===== src/rtl/sm_pkg.sv =====
// Shared definitions for the serial sign-magnitude adder: default width,
// FSM state encoding and sign/magnitude field helpers.
package sm_pkg;

  // Default total operand width (sign bit plus magnitude).
  localparam int SM_WIDTH_DEF = 8;

  // Widest operand the field helpers accept; callers zero-extend into it.
  localparam int SM_MAX_W = 64;

  typedef enum logic [1:0] {
    ST_IDLE = 2'd0,
    ST_CALC = 2'd1,
    ST_DONE = 2'd2
  } sm_state_t;

  // Sign field of an n-bit sign-magnitude value (MSB, 1 = negative).
  function automatic logic sm_sign(input logic [SM_MAX_W-1:0] v, input int n);
    logic [SM_MAX_W-1:0] sh;
    sh = v >> (n - 1);
    return sh[0];
  endfunction

  // Magnitude field of an n-bit sign-magnitude value (bits n-2:0).
  function automatic logic [SM_MAX_W-1:0] sm_mag(input logic [SM_MAX_W-1:0] v, input int n);
    logic [SM_MAX_W-1:0] mask;
    mask = (SM_MAX_W'(1) << (n - 1)) - SM_MAX_W'(1);
    return v & mask;
  endfunction

endpackage


===== src/rtl/sm_serial_cell.sv =====
// One-bit full adder / full subtractor used as the bit-serial ALU.
// sub = 0: s = a + b + cin, cout = carry.
// sub = 1: s = a - b - cin, cout = borrow.
module sm_serial_cell (
  input  logic a,
  input  logic b,
  input  logic cin,
  input  logic sub,
  output logic s,
  output logic cout
);

  // Sum/difference bit is identical for both operations.
  assign s = a ^ b ^ cin;

  // Carry for add, borrow for subtract.
  assign cout = sub ? ((~a & b) | (~(a ^ b) & cin))
                    : ((a & b) | ((a ^ b) & cin));

endmodule


===== src/rtl/serial_sm_adder.sv =====
// Bit-serial sign-magnitude adder. Operands are reordered at capture so the
// larger magnitude is always the minuend, then N-1 magnitude bits are
// processed LSB first through a single sm_serial_cell.
// Optional build macro: SM_ADDER_SAT_EN (saturate the magnitude on add
// overflow instead of truncating it).
module serial_sm_adder
  import sm_pkg::*;
#(
  parameter int N = SM_WIDTH_DEF
) (
  input  logic         in_clk,
  input  logic         in_rst_n,
  input  logic [N-1:0] in_a,
  input  logic [N-1:0] in_b,
  input  logic         in_valid,
  output logic         o_ready,
  output logic [N-1:0] o_out,
  output logic         o_carry,
  output logic         o_valid,
  input  logic         in_ready
);

  localparam int M  = N - 1;
  localparam int CW = $clog2(N);
  localparam logic [CW-1:0] LAST_BIT = CW'(N - 2);

  sm_state_t     state_reg;
  sm_state_t     state_next;
  logic          ready_reg;

  logic [M-1:0]  x_reg;
  logic [M-1:0]  y_reg;
  logic [M-1:0]  res_reg;
  logic [CW-1:0] cnt_reg;
  logic          cy_reg;
  logic          sub_reg;
  logic          sign_reg;
  logic [N-1:0]  out_reg;
  logic          carry_reg;

  logic          sign_a;
  logic          sign_b;
  logic [M-1:0]  mag_a;
  logic [M-1:0]  mag_b;
  logic          a_ge_b;
  logic          accept;
  logic          last_bit;

  logic          cell_s;
  logic          cell_cout;

  logic [M-1:0]  fin_mag;
  logic          fin_sign;
  logic          ovf;

  // Field extraction; a -0 operand simply has magnitude 0.
  assign sign_a = sm_sign(SM_MAX_W'(in_a), N);
  assign sign_b = sm_sign(SM_MAX_W'(in_b), N);
  assign mag_a  = M'(sm_mag(SM_MAX_W'(in_a), N));
  assign mag_b  = M'(sm_mag(SM_MAX_W'(in_b), N));
  assign a_ge_b = (mag_a >= mag_b);

  // ready_reg is only ever set while in IDLE, and it stays low for the
  // first cycle after reset release so no operand is taken before o_ready.
  assign accept   = (state_reg == ST_IDLE) && ready_reg && in_valid;
  assign last_bit = (cnt_reg == LAST_BIT);

  sm_serial_cell u_cell (
    .a    (x_reg[0]),
    .b    (y_reg[0]),
    .cin  (cy_reg),
    .sub  (sub_reg),
    .s    (cell_s),
    .cout (cell_cout)
  );

  // Next-state logic for IDLE -> CALC -> DONE -> IDLE.
  always_comb begin
    state_next = state_reg;
    case (state_reg)
      ST_IDLE: if (accept)   state_next = ST_CALC;
      ST_CALC: if (last_bit) state_next = ST_DONE;
      ST_DONE: if (in_ready) state_next = ST_IDLE;
      default: state_next = ST_IDLE;
    endcase
  end

  // State register and registered ready flag.
  always_ff @(posedge in_clk or negedge in_rst_n) begin
    if (!in_rst_n) begin
      state_reg <= ST_IDLE;
      ready_reg <= 1'b0;
    end else begin
      state_reg <= state_next;
      ready_reg <= (state_next == ST_IDLE);
    end
  end

  // Final result assembled from the last serial bit and the shift register.
  always_comb begin
    fin_mag  = {cell_s, res_reg[M-1:1]};
    ovf      = ~sub_reg & cell_cout;
`ifdef SM_ADDER_SAT_EN
    if (ovf) fin_mag = '1;
`endif
    fin_sign = sign_reg;
    if (!ovf && (fin_mag == '0)) fin_sign = 1'b0;
  end

  // Operand capture and one magnitude bit per CALC cycle, LSB first.
  always_ff @(posedge in_clk or negedge in_rst_n) begin
    if (!in_rst_n) begin
      x_reg    <= '0;
      y_reg    <= '0;
      res_reg  <= '0;
      cnt_reg  <= '0;
      cy_reg   <= 1'b0;
      sub_reg  <= 1'b0;
      sign_reg <= 1'b0;
    end else if (accept) begin
      x_reg    <= a_ge_b ? mag_a : mag_b;
      y_reg    <= a_ge_b ? mag_b : mag_a;
      res_reg  <= '0;
      cnt_reg  <= '0;
      cy_reg   <= 1'b0;
      sub_reg  <= sign_a ^ sign_b;
      sign_reg <= a_ge_b ? sign_a : sign_b;
    end else if (state_reg == ST_CALC) begin
      x_reg   <= x_reg >> 1;
      y_reg   <= y_reg >> 1;
      res_reg <= {cell_s, res_reg[M-1:1]};
      cy_reg  <= cell_cout;
      cnt_reg <= cnt_reg + 1'b1;
    end
  end

  // Output registers load only when an operation completes; they hold
  // their value through IDLE and the next CALC.
  always_ff @(posedge in_clk or negedge in_rst_n) begin
    if (!in_rst_n) begin
      out_reg   <= '0;
      carry_reg <= 1'b0;
    end else if ((state_reg == ST_CALC) && last_bit) begin
      out_reg   <= {fin_sign, fin_mag};
      carry_reg <= ovf;
    end
  end

  assign o_ready = ready_reg;
  assign o_valid = (state_reg == ST_DONE);
  assign o_out   = out_reg;
  assign o_carry = carry_reg;

endmodule

===== config.mk =====
export PLATFORM = sky130hd
export DESIGN_NAME = serial_sm_adder
export DESIGN_NICKNAME = d
export VERILOG_FILES = /design/src/rtl/sm_pkg.sv /design/src/rtl/sm_serial_cell.sv /design/src/rtl/serial_sm_adder.sv
export SDC_FILE = /design/constraint.sdc
export NUM_CORES = 1
export LEC_CHECK = 0
export CORE_AREA = 5 5 106 78
export CTS_CLUSTER_DIAMETER = 60
export DETAILED_ROUTE_END_ITERATION = 8
export DIE_AREA = 0 0 111 83
export PLACE_DENSITY = 0.53
export REMOVE_ABC_BUFFERS = 1
export SLEW_MARGIN = 20
export SYNTH_ARGS = -nofsm -noshare
export SYNTH_HDL_FRONTEND = slang
export SYNTH_SLANG_ARGS = --single-unit
export TNS_END_PERCENT = 10

===== constraint.sdc =====
create_clock -name in_clk -period 2.1 [get_ports in_clk]
set_input_delay 0.42 -clock in_clk [delete_from_list [all_inputs] [get_ports in_clk]]
set_output_delay 0.42 -clock in_clk [all_outputs]
set_load 0.05 [all_outputs]

==> impl_metrics.ini <==
[run_status]
status = complete, no violations

[layout]
drive_above_1_share_pct = 17.20
final_cells = 348
area_growth_pct = 29.32
fillers = 734
num_antenna_cells = 0
largest_register_ffs = 8
postLayoutCoreUtil_pct = 36.64
nNetsFinal = 281

[floorplanning]
rows = 26
die_h_um = 83
die-area_um2 = 9213
die_w_um = 111
initial_core_util_pct = 28.33
io_pins = 31
coreArea_um2 = 7124

[flow_run]
drv_cap = 0

[global_route]
antenna_found_initial = 0
grt_pass1_wl_um = 7389
track_usage_pct = 9.734
grt_overflow = 0
grt_max_degree = 39
grt_pass1_vias = 1499

[timing]
rsz0062_at_grt = false
setup_viol = 0
tightestPinTransition_ps = 853.7
fin_skew_ps = 10.25
finalHoldViolations = 0
drv_slew = 0
fmax_ghz = 0.5119
fin_crit_ps = 1953
period_share_pct = 93.02
holdWs_ps = 173.3
slew_headroom_pct = 42.88

[synthesis]
syn_inst = 203
synth_top_area_cell = dfrtp_1
synth_top_area_share_pct = 47.12
synthTopCellsByArea = dfrtp_1, mux2i_1, a21oi_1
synth_ff_type = dfrtp_1
synth_edf_count = 0
syn_area_um2 = 2018
synth-async-reset-ratio_pct = 100.0
synthTopCellsByCount = dfrtp_1, a21oi_1, nor2_1, nand2_1, mux2i_1
ys_types = 35
synth_most_common_cell = dfrtp_1
ys_warn_count = 0
synth-seq-cells = 38
syn-mean-instance-area_um2 = 9.942
seq_area_frac_synth_pct = 47.12

[clocking]
cts_hold_buf = 0
cts_max_level = 2
numCtsBuffers = 5
cts_root_buffer = clkbuf_8
clkLatencyLatePin_ps = 290
clkSinkCount = 38
cts_tree = built
clk_pin_slew_ps = 70
clk_path_buf_depth = 2

[setup_path]
end_kind = flop
rrSetupSlack_ps = 510
r2r_cells = 4
endpoint = y_reg[3]
critical_path.cell_chain = clkdlybuf4s50_1, inv_1, ha_1, a21oi_2, o21ai_1, a21oi_4, buf_12, mux2i_1, o22ai_1
worstReg2RegStart = y_reg[0]
r2r_end = o_out[7]
crit_fanout = 11
crit_required_ps = 2260
arrival_ps = 2120
startpoint = in_b[6]
cp_slowest_cell = clkdlybuf4s50_1
start_kind = primary input
slowest_delay_ps = 480
crit_type = primary input to flop

[routing]
viasPerCell = 4.374
num_vias = 1522
wl_per_cell_um = 11.95
postRouteWirelength_um = 4159
drt_iter0_drc = 44
dr.pass1.iters = 4
drc_errors = 0
ant_nets = 0

[power_and_ir_drop]
p_leak_nw = 1.210
p_int_w = 0.001967
seq_power_share_pct = 37.5
pwr-share-clk_pct = 13.8
total_power_w = 0.003423
ir_worst_vdd_v = 0.0007492
power_frac_comb_pct = 48.7
switching_share_pct = 42.53
p_per_area_nw_per_um2 = 1311
power.switching_w = 0.001456

[worst_hold_path]
min_path_type = primary input to async pin

[place]
dp_cells = 341
hpwlAfterDp_um = 3145
portBuffers = 30
gp_congestion = 0.7242
==> worst max-delay path, delay by kind of cell <==
kind	cells	cell delay [ps]
buffers and inverters	3	690
AOI/OAI and AO/OA	4	500
adders and majority gates	1	300
muxes	1	200
==> power by group through the flow <==
| stage | combinational [W] | clock (W) | sequential [W] |
|---|---|---|---|
| 3_5_place_dp | 0.00168 | 0 | 0.00130 |
| 2_1_floorplan | 0.000897 | 0 | 0.00152 |
| 3_3_place_gp | 0.00167 | 0 | 0.00129 |
| 4_1_cts | 0.00169 | 0.000494 | 0.00128 |
| 5_1_grt | 0.00188 | 0.000526 | 0.00133 |
| 6_report | 0.00167 | 0.000472 | 0.00128 |
==> routing by layer <==
layer  GRT usage, %  up-vias  share of wire [%]
met1          13.74      706                 52
met4          2.685        0               0.94
met5              0        -                  0
met2          13.99       26                 42
li1               -      786                  -
met3          3.488        4                4.9
==> cell type report <==
type	count	area [um2]	area share (%)
multi-input cells	142	952.2	36.48
clock buffers	7	76.32	2.924
flip-flops and latches	38	950.9	36.43
repair buffers	51	462.9	17.74
inverters	12	45.04	1.726
well taps	98	122.6	4.698
==> placed cells by master (no fill, tap or decap) <==
master           instances
buf_4                   21
dfrtp_1                 38
o21a_1                   1
nand2_1                 22
a21oi_1                 23
nand3_1                  3
nor2_1                  22
o311ai_0                 1
nor2b_1                  1
nand3b_1                 1
fa_1                     2
xor2_1                   1
a21oi_2                  2
mux2_2                   7
mux2i_1                 14
xnor2_1                  2
a21oi_4                  1
buf_2                    1
clkbuf_1                 2
or3_1                    1
nor2_2                   1
ha_1                     9
buf_12                   1
inv_1                   12
o41ai_1                  1
o21ai_2                  1
nor3_1                   2
nand3_4                  1
nor2b_2                  1
o21ai_1                  1
or2_2                    1
o21ai_0                  6
clkbuf_8                 5
nand2b_1                 2
o22ai_1                 12
clkdlybuf4s50_1         28
==> timing repair <==
item                                    in CTS  in global routing
gates resized for setup                      0                  1
endpoints found under the setup margin       0                  1
buffers inserted                             0                  0
==> per-stage QoR <==
stage,setup TNS (ps),area (um2),worst slack [ps]
floorplan,0,1946,235.9
CTS,0,2608,83.15
finish,0,2610,146.6
global route,0,2610,5.926
detailed placement,-2439,2531,-221.2
global placement,-2226,2531,-181.6
==> worst min path at each step <==
stage               startpoint          to  slack (ps)
floorplan             in_rst_n  cnt_reg[0]         120
global placement      o_out[6]    o_out[6]         460
detailed placement    o_out[6]    o_out[6]         480
CTS                   in_rst_n    o_out[1]         190
global route          in_rst_n    o_out[1]         220
finish                in_rst_n    o_out[1]         170
==> cell families (layout without fill, tap and decap cells) <==
logic type / Yosys count / count (layout) / share of synthesized area, %
muxes: 21 / 21 / 10.85
xor gates and xnor gates: 3 / 3 / 1.302
DFF: 38 / 38 / 47.12
AOI/OAI and AO/OA: 49 / 49 / 14.51
and+or+nand+nor: 58 / 58 / 12.83
adders and majority gates: 11 / 11 / 7.564
buffers and inverters: 23 / 70 / 5.827
Note: power is estimated with default switching activity, not from simulation.
